### config.mk
export PLATFORM = sky130hd
export DESIGN_NAME = serial_subtractor
export DESIGN_NICKNAME = d
export VERILOG_FILES = /design/src/rtl/serial_subtractor.sv
export SDC_FILE = /design/constraint.sdc
export NUM_CORES = 1
export LEC_CHECK = 0
export ABC_AREA = 1
export CORE_ASPECT_RATIO = 1.25
export CORE_MARGIN = 3
export CORE_UTILIZATION = 47
export DETAILED_ROUTE_END_ITERATION = 12
export GPL_ROUTABILITY_DRIVEN = 0
export HOLD_SLACK_MARGIN = 0.15
export MAX_ROUTING_LAYER = met4
export PLACE_DENSITY_LB_ADDON = 0.2
export SLEW_MARGIN = 10
export SYNTH_ARGS = -nofsm -noshare
export SYNTH_HDL_FRONTEND = slang
export SYNTH_SLANG_ARGS = --single-unit
### constraint.sdc
create_clock -name clk -period 2.55 [get_ports clk]
set_clock_uncertainty 0.2 [all_clocks]
set_input_delay 0.51 -clock clk [delete_from_list [all_inputs] [get_ports clk]]
set_output_delay 0.51 -clock clk [all_outputs]
set_load 0.02 [all_outputs]
### src/rtl/serial_subtractor.sv
// serial_subtractor: multi-cycle ripple-borrow subtractor, SLICE bits per clock.
// Computes d = x - y - bin over WIDTH bits with a start/busy/done handshake.
module serial_subtractor #(
   parameter int WIDTH = 8,
   parameter int SLICE = 1
) (
   input  logic             clk,
   input  logic             rst_n,
   input  logic             start,
   input  logic [WIDTH-1:0] x,
   input  logic [WIDTH-1:0] y,
   input  logic             bin,
   output logic             busy,
   output logic             done,
   output logic [WIDTH-1:0] d,
   output logic             b,
   output logic             ovf,
   output logic             zero
);

   localparam int N  = WIDTH / SLICE;
   localparam int IW = (N > 1) ? $clog2(N) : 1;

   localparam logic [0:0] IDLE = 1'b0;
   localparam logic [0:0] RUN  = 1'b1;

   if (WIDTH < 1 || SLICE < 1 || (WIDTH % SLICE) != 0) begin : g_bad_cfg
      $error("serial_subtractor: SLICE must divide WIDTH");
   end

   logic [0:0]       state_q;
   logic [WIDTH-1:0] x_q;
   logic [WIDTH-1:0] y_q;
   logic [WIDTH-1:0] part_q;
   logic             brw_q;
   logic [IW-1:0]    idx_q;

   logic [SLICE-1:0] xs;
   logic [SLICE-1:0] ys;
   logic [SLICE-1:0] ds;
   logic             brw_nxt;
   logic [WIDTH-1:0] res;
   logic             last;
   int unsigned      base;

   // One slice of ripple subtract; res is the partial with this slice merged in
   always_comb begin
      base = 32'(idx_q) * 32'(SLICE);
      xs   = x_q[base +: SLICE];
      ys   = y_q[base +: SLICE];
      {brw_nxt, ds} = {1'b0, xs} - {1'b0, ys} - {{SLICE{1'b0}}, brw_q};
      res  = part_q;
      res[base +: SLICE] = ds;
      last = (idx_q == IW'(N - 1));
   end

   always_ff @(posedge clk) begin
      if (!rst_n) begin
         state_q <= IDLE;
         x_q     <= '0;
         y_q     <= '0;
         part_q  <= '0;
         brw_q   <= 1'b0;
         idx_q   <= '0;
         busy    <= 1'b0;
         done    <= 1'b0;
         d       <= '0;
         b       <= 1'b0;
         ovf     <= 1'b0;
         zero    <= 1'b0;
      end else begin
         done <= 1'b0;
         unique case (1'b1)
            (state_q == IDLE): begin
               if (start) begin
                  x_q     <= x;
                  y_q     <= y;
                  brw_q   <= bin;
                  idx_q   <= '0;
                  part_q  <= '0;
                  busy    <= 1'b1;
                  state_q <= RUN;
               end
            end
            (state_q == RUN): begin
               part_q <= res;
               brw_q  <= brw_nxt;
               idx_q  <= idx_q + 1'b1;
               if (last) begin
                  d       <= res;
                  b       <= brw_nxt;
                  ovf     <= (x_q[WIDTH-1] != y_q[WIDTH-1]) &&
                             (res[WIDTH-1] != x_q[WIDTH-1]);
                  zero    <= ~|res;
                  done    <= 1'b1;
                  busy    <= 1'b0;
                  idx_q   <= '0;
                  state_q <= IDLE;
               end
            end
            default: state_q <= IDLE;
         endcase
      end
   end

endmodule

After elaboration in Yosys (flattened, before gate mapping)
Index checks and enable logic that the tools add are counted. Widths: inputs -> output; s select.

Logic and storage cells: 48. Bits of input ports: 20. Flip-flop bits (word level): 42. Output and inout port bits: 13.

Bitwise logic cells: 1. Eq/ne operators: 5. Add/subtract/negate cells: 4. Mux-type cells: 15. Shifts and indexed selects: 4. Reduce and logical (&&, ||, !) cells: 7.

Operators with widths (count): $neg 3->34 (1); $shift 1x34->8 const A (1); $shiftx 1x34->8 (1); $pmux 8 s2 (1); $shiftx 8x4->1 (2); $bwmux 8 (1); $mux 8 (1); $reduce_and 2->1 (4); $reduce_or 8->1 (1); $mux 1 (6); $mux 3 (2); $pmux 1 s2 (3); $pmux 3 s2 (1); $add 3x1->3 const B (1); $eq 3x3->1 const B (1); $ne 1x1->1 (2); $ne 2x1->1 const B (1); $ne 2x2->1 const B (1); $sub 1x1->2 (1); $sub 2x1->2 (1); $logic_and 1x1->1 (1); $logic_not 1->1 (1); $not 1->1 (1).

Logic depth before layout (Yosys ltp)
Gate-level depths: netlist (run 1).

Word-level depth: 7. Gate-level depth with buffers: 14. Mapped depth without buffers: 13.

Least setup slack after synthesis (run 1)
OpenSTA, ideal clock, no wires.

Kind: register -> register. From: reg idx_q[0]. To: reg part_q[3]. Slack: -0.058 ns. Stages on the path, launching flop included: 11. Clock period less this slack: 2.608 ns. Required time: 2.280 ns. Data arrival time: 2.338 ns. Cells stage by stage: dfxtp_1 > clkbuf_1 > o21ai_0 > o221ai_1 > o21ai_0 > fa_1 > nand3_1 > nor3_1 > a21oi_1 > or2_2 > a21oi_1.

Word-level cells in the longest chain between the ends: 6.

Ends and longest elaborated chain: start, declared (line 36) `logic [IW-1:0] idx_q;`; start signal, assigned (line 88) `idx_q <= idx_q + 1'b1;`; $shiftx 8x4->1, on equally long branches (line 49, 50); $sub 1x1->2 (line 51) `{brw_nxt, ds} = {1'b0, xs} - {1'b0, ys} - {{SLICE{1'b0}}, brw_q};`; $sub 2x1->2 (line 51); $shiftx 1x34->8 (line 53) `res[base +: SLICE] = ds;`; $bwmux 8 * (line 53); $pmux 8 s2 * (line 73) `unique case (1'b1)`; end signal, assigned (line 86) `part_q <= res;`; end, declared (line 34) `logic [WIDTH-1:0] part_q;`.

Every way passes the cells marked *; elsewhere a longest branch is shown, timed or not. A chain may end at the register's enable or synchronous reset.

Worst setup path after layout (run 1)
Same ends and word-level chain as after synthesis.

==> results of run 1 <==
==> layout make-up <==
class                      instances  area (um^2)
sequential                        42          846
clock buffer                       5         68.8
clock inverter                     3         21.3
fill                             379         1390
tap                               54         67.6
inverter                          22         85.1
multi-input combinational        191          978
timing repair buffer              46          425
==> final timing paths <==
path | depth (start not counted) | to | slack (ns) | from
worst max-delay path | 11 | part_q[3]$_SDFFE_PN0P_ | 0.1 | idx_q[0]$_SDFFE_PN0P_
worst max register to register | 11 | part_q[3]$_SDFFE_PN0P_ | 0.1 | idx_q[0]$_SDFFE_PN0P_
worst min-delay path | 2 | ovf$_SDFFE_PN0P_ | 0.25 | ovf$_SDFFE_PN0P_
worst min register to register | 2 | ovf$_SDFFE_PN0P_ | 0.25 | ovf$_SDFFE_PN0P_
==> flip-flops by register name, summed over array words and instances, names as in the netlist <==
signal	count
d	8
part_q	8
x_q	8
y_q	8
idx_q	3
b	1
brw_q	1
busy	1
done	1
ovf	1
state_q	1
zero	1
==> through the flow <==
step / setup TNS [ns] / setup slack (ns)
6_report: 0 / 0.0950
3_5_place_dp: -0.0134 / -0.00767
4_1_cts: 0 / 0.0669
2_1_floorplan: 0 / 0.0283
3_3_place_gp: 0 / 0.0905
5_1_grt: -0.0838 / -0.0399
==> layer usage <==
layer  wire length, um  vias up  track usage [%]
li1                  -      950                -
met1              1900      832             23.3
met2              2370       43             32.6
met3               163       11             3.91
met4                76        0             6.26
met5                 0        -                -
==> cells by family (layout without fill, tap and decap cells) <==
family,Yosys count,after routing,synth area share [%]
AOI/OAI and AO/OA,57,57,16.5
adders and majority gates,5,5,3.63
buffers and inverters,32,76,6.93
DFF,42,42,43.6
and+or+nand+nor,129,129,29.4
==> timing repair <==
| action | 4_1_cts | 5_1_grt |
|---|---|---|
| endpoints found under the setup margin | 2 | 5 |
| pin swaps | 0 | 2 |
| gates resized for setup | 2 | 13 |
| buffers inserted | 0 | 2 |
==> cells in the mapped netlist, types with 2 or more instances <==
cell type | instances | area [um^2]
ha_1 | 4 | 50.1
nand4_2 | 2 | 25.0
nor3_1 | 4 | 20.0
nor2_1 | 55 | 206
inv_1 | 19 | 71.3
o21ai_0 | 32 | 160
nand3_1 | 13 | 65.1
a21oi_1 | 12 | 60.1
dfxtp_1 | 42 | 841
a22o_1 | 3 | 26.3
o22ai_1 | 3 | 18.8
o221ai_1 | 2 | 17.5
inv_2 | 2 | 7.51
nor2_2 | 3 | 18.8
clkbuf_1 | 5 | 18.8
nand2_1 | 45 | 169
buf_2 | 2 | 10.0
or2_2 | 2 | 12.5
==> critical path: cells and delay by family (launching register included) <==
kind	cells	cell delay (ns)
simple gates	5	0.73
flops	1	0.37
fa+ha+maj	1	0.59
buf+inv	1	0.14
compound gates	4	0.37
==> power groups by stage <==
stage | registers (mW) | logic [mW] | clock network (mW)
global placement | 0.718 | 0.230 | 0
floorplan | 0.711 | 0.154 | 0
CTS | 0.703 | 0.237 | 0.441
global route | 0.707 | 0.278 | 0.478
detailed placement | 0.718 | 0.234 | 0
finish | 0.703 | 0.251 | 0.430
==> results.toml, run 1 <==
[job]
drv_cap = 0

[die]
initial_utilization_pct = 49.8
fp.dieH_um = 77.7
core_mm2 = 0.00388
die_area_mm2 = 0.00492
die_w_um = 63.3
rows = 25
io_pins = 33

[pwr]
power_mw = 1.38
internal-power_uw = 981
p_leak_nw = 1.02
p_clk_share_pct = 31.1
pwr-share-seq_pct = 50.8
power-per-cell-area_mw_per_mm2 = 555
p_sw_uw = 403
swShare_pct = 29.1
ir_drop_mv = 0.454
combPwrFrac_pct = 18.1

[routing]
wl_per_cell_um = 12.4
first_pass_iters = 4
drtIter0Drc = 151
ant_nets = 0
num_vias = 1836
routed_wl_mm = 4.51
viasPerCell = 5.06
drc = 0

[sta]
slew_violations = 0
post-route-period-util_pct = 96.3
max-slew-margin-rel_pct = 69.6
finalSetupViolations = 0
finalCriticalPeriod_ns = 2.45
whs_ns = 0.255
hold_viol_final = 0
fmax_ghz = 0.407
tightest_slew_ns = 0.456

[global_route]
grt_pass1_vias = 1657
grt_usage_pct = 19.4
grt_max_degree = 20
antenna_found_initial = 0
grt-ovfl-total = 0
grt_pass1_wl_mm = 7.49

[worst_setup_path]
worst_path_max_delay_cell = "fa_2"
crit_arrival_ns = 2.49
path_cells = "buf_4, o21ai_1, o22ai_1, nand2_1, nand2_2, fa_2, nand3_2, nor3_2, a21oi_2, or2_2, a21oi_2"
slowest_delay_ns = 0.59
cp-end-kind = "flop"
required_ns = 2.59
path_class = "flop to flop"
worstPathMaxFanout = 6
cp-start-kind = "flop"
crit_top_cell = "a21oi_2"

[final_layout]
fin_area_mm2 = 0.00249
diodes = 0
stdcell_count = 363
layout_commonest_cell = "nor2_1"
final_nets = 333
finalCoreUtilization_pct = 64.3
area_growth_pct = 29.1
drive_gt1_share_pct = 13.9
final_cell_mix = "55 x nor2_1, 44 x nand2_1, 40 x dfxtp_1, 32 x clkdlybuf4s50_1, 27 x o21ai_0"

[synth]
async_flop_share_pct = 0
synthFlopType = "dfxtp_1"
avgSynthCellArea_um2 = 7.29
syn_area_mm2 = 0.00193
syn-instance-count = 265
yosysSeqAreaShare_pct = 43.6
syn-num-nets = 290
yosys_warnings = 0
synth-edff-count = 0
netlist-cell-type-count = 33
ys_seq_elements = 42

[place]
place_area_mm2 = 0.00236
dp_hpwl_mm = 3.30
numPortBuffers = 32
place_inst = 353

[clock_network]
hold_buffers = 0
root_buffer = "clkbuf_8"
clk_latency_ns = 0.30
path_clk_slew_ns = 0.08
cts_buffers = 5
h-tree-depth = 2
cts_tree = "built"
clk_path_buf_depth = 2
numClockSinks = 42

[hold_path]
hp-class = "flop to flop"

[status]
status = "finished, final reports clean"
Power figures use the tool's default switching activity.
==> run 2: changes to the inputs <==
CTS_CLUSTER_SIZE = 10   (was not set)
PLACE_DENSITY = 0.78   (was not set)
PLACE_DENSITY_LB_ADDON = not set   (was 0.2)
==> run 2 against run 1 <==
- non-clock buffer count stayed put
- final area rose by 4.3%
- core utilization increased by 2.8 points
- clock-buffer cell count is 1 higher
- fmax hardly changed
- critical path depth is the same
- routed wire length rose by 5.2%
- total power grew 16%
- largest cell class unchanged
==> results.toml, run 2 (synthesis results as in run 1) <==
[sta]
slew_violations = 0
finalSetupViolations = 0
hold_viol_final = 0
max-slew-margin-rel_pct = 69.0
post-route-period-util_pct = 96.2
tightest_slew_ns = 0.465
finalCriticalPeriod_ns = 2.45
fin_ws_ns = 0.0957
fmax_ghz = 0.407

[clock_network]
clk_path_buf_depth = 2
path_clk_slew_ns = 0.08
cts_tree = "built"
cts_buffers = 5
h-tree-depth = 2
numClockSinks = 42
clk_latency_ns = 0.30
root_buffer = "clkbuf_8"

[global_route]
antenna_found_initial = 0
grt_pass1_wl_mm = 7.60
grt_pass1_vias = 1794
grt_usage_pct = 20.0
grt-ovfl-total = 0
grt_max_degree = 20

[routing]
drc = 0
wl_met2_mm = 2.48
routed_wl_mm = 4.75
num_vias = 1944
first_pass_iters = 4
ant_nets = 0
wirelength_met1_mm = 1.88
route.met3.wl_um = 233
routed.top_layer = "met4"
viasPerCell = 5.34
wl_per_cell_um = 13.0
drtIter0Drc = 127

[final_layout]
num-fill-cells = 344
fin_area_mm2 = 0.00260
finalCoreUtilization_pct = 67.0
diodes = 0
final_cell_mix = "51 x nor2_1, 43 x nand2_1, 40 x dfxtp_1, 32 x clkdlybuf4s50_1, 25 x o21ai_0"
multi_input_area_mm2 = 0.00102
stdcell_count = 364
final_nets = 334
seqCellArea_um2 = 846
area_growth_pct = 34.7
drive_gt1_share_pct = 18.4
layout_commonest_cell = "nor2_1"

[pwr]
power-per-cell-area_mw_per_mm2 = 618
power_mw = 1.61
p_leak_nw = 1.06
ir_drop_mv = 0.460

[hold_path]
hold_path.startpoint = "ovf$_SDFFE_PN0P_"
holdPathStages = 2
hp-class = "flop to flop"
hold_end = "ovf$_SDFFE_PN0P_"

[die]
fp.dieH_um = 77.7
rows = 25
core_mm2 = 0.00388
die_area_mm2 = 0.00492
io_pins = 33
initial_utilization_pct = 49.8
die_w_um = 63.3

[worst_setup_path]
crit_arrival_ns = 2.49
regToRegStartpoint = "idx_q[0]$_SDFFE_PN0P_"
required_ns = 2.59
path_class = "flop to flop"
cp-end-kind = "flop"
rr_worst_depth = 11
cp-start-kind = "flop"
r2r_slack_ns = 0.1
r2r-end = "part_q[3]$_SDFFE_PN0P_"
worstPathMaxFanout = 8

[place]
numPortBuffers = 32
dp_hpwl_mm = 3.42
place_inst = 353
place_area_mm2 = 0.00236
pre_cts_ws_ns = -0.0410

[status]
status = "finished, final reports clean"

[job]
drv_cap = 0
run 2: cell count changes in the layout (fill, tap and decap cells not counted), sizes merged:
cell	before	now
bufinv	0	2
clkbuf	5	6
clkinv	3	2
clkinvlp	1	0
run 2: layer usage:
layer / up-vias / track usage [%]
li1: 957 / -
met1: 904 / 21.4
met2: 63 / 34.6
met3: 20 / 4.34
met4: 0 / 9.94
met5: - / -
run 2: power breakdown:
part	internal [mW]	leakage [nW]	total [mW]	switching (mW)
registers	0.683	0.344	0.708	0.0248
logic	0.110	0.641	0.256	0.146
clock network	0.417	0.0714	0.642	0.224
total	1.21	1.06	1.61	0.395
run 2: stage by stage:
step                hold WS (ns)  setup TNS, ns
detailed placement         0.244        -0.0433
finish                     0.254              0
CTS                        0.259              0
global placement           0.240              0
floorplan                  0.245              0
global route               0.283        -0.0867
run 2: how the worst max path moves through the flow:
stage,cells past startpoint,slack (ns),endpoint,from
CTS,10,0.003,part_q[3]$_SDFFE_PN0P_,idx_q[0]$_SDFFE_PN0P_
floorplan,10,0.03,part_q[3]$_SDFFE_PN0P_,idx_q[0]$_SDFFE_PN0P_
finish,11,0.1,part_q[3]$_SDFFE_PN0P_,idx_q[0]$_SDFFE_PN0P_
detailed placement,11,-0.04,part_q[3]$_SDFFE_PN0P_,idx_q[0]$_SDFFE_PN0P_
global placement,11,0.08,part_q[3]$_SDFFE_PN0P_,idx_q[0]$_SDFFE_PN0P_
global route,13,-0.05,zero$_SDFFE_PN0P_,idx_q[0]$_SDFFE_PN0P_
run 2: critical path, cell delays in order (launching register included):
cell     delay, ns
dfxtp_4       0.39
buf_6         0.14
o21ai_2       0.10
o22ai_1       0.09
nand2_1       0.08
nand2_2       0.06
fa_2          0.58
nand3_2       0.11
nor3_4        0.20
a21oi_2       0.07
or2_4         0.23
a21oi_2       0.13
run 2: final cells by class:
| cell class | instances | area share, % |
|---|---|---|
| Clock inverter | 2 | 2.31 |
| Multi-Input combinational cell | 191 | 39.3 |
| Clock buffer | 6 | 3.18 |
| Inverter | 22 | 3.37 |
| Timing Repair inverter | 1 | 0.241 |
| Tap cell | 54 | 2.60 |
| Timing Repair Buffer | 46 | 16.5 |
| Sequential cell | 42 | 32.5 |
run 2: repair_timing:
| action | CTS | global route |
|---|---|---|
| setup buffers | 0 | 2 |
| pin swaps | 0 | 7 |
| endpoints found under the hold margin | 0 | 0 |
| endpoints found under the setup margin | 3 | 12 |
| gates cloned | 0 | 1 |
| hold buffers | 0 | 0 |
| gates resized for setup | 2 | 34 |
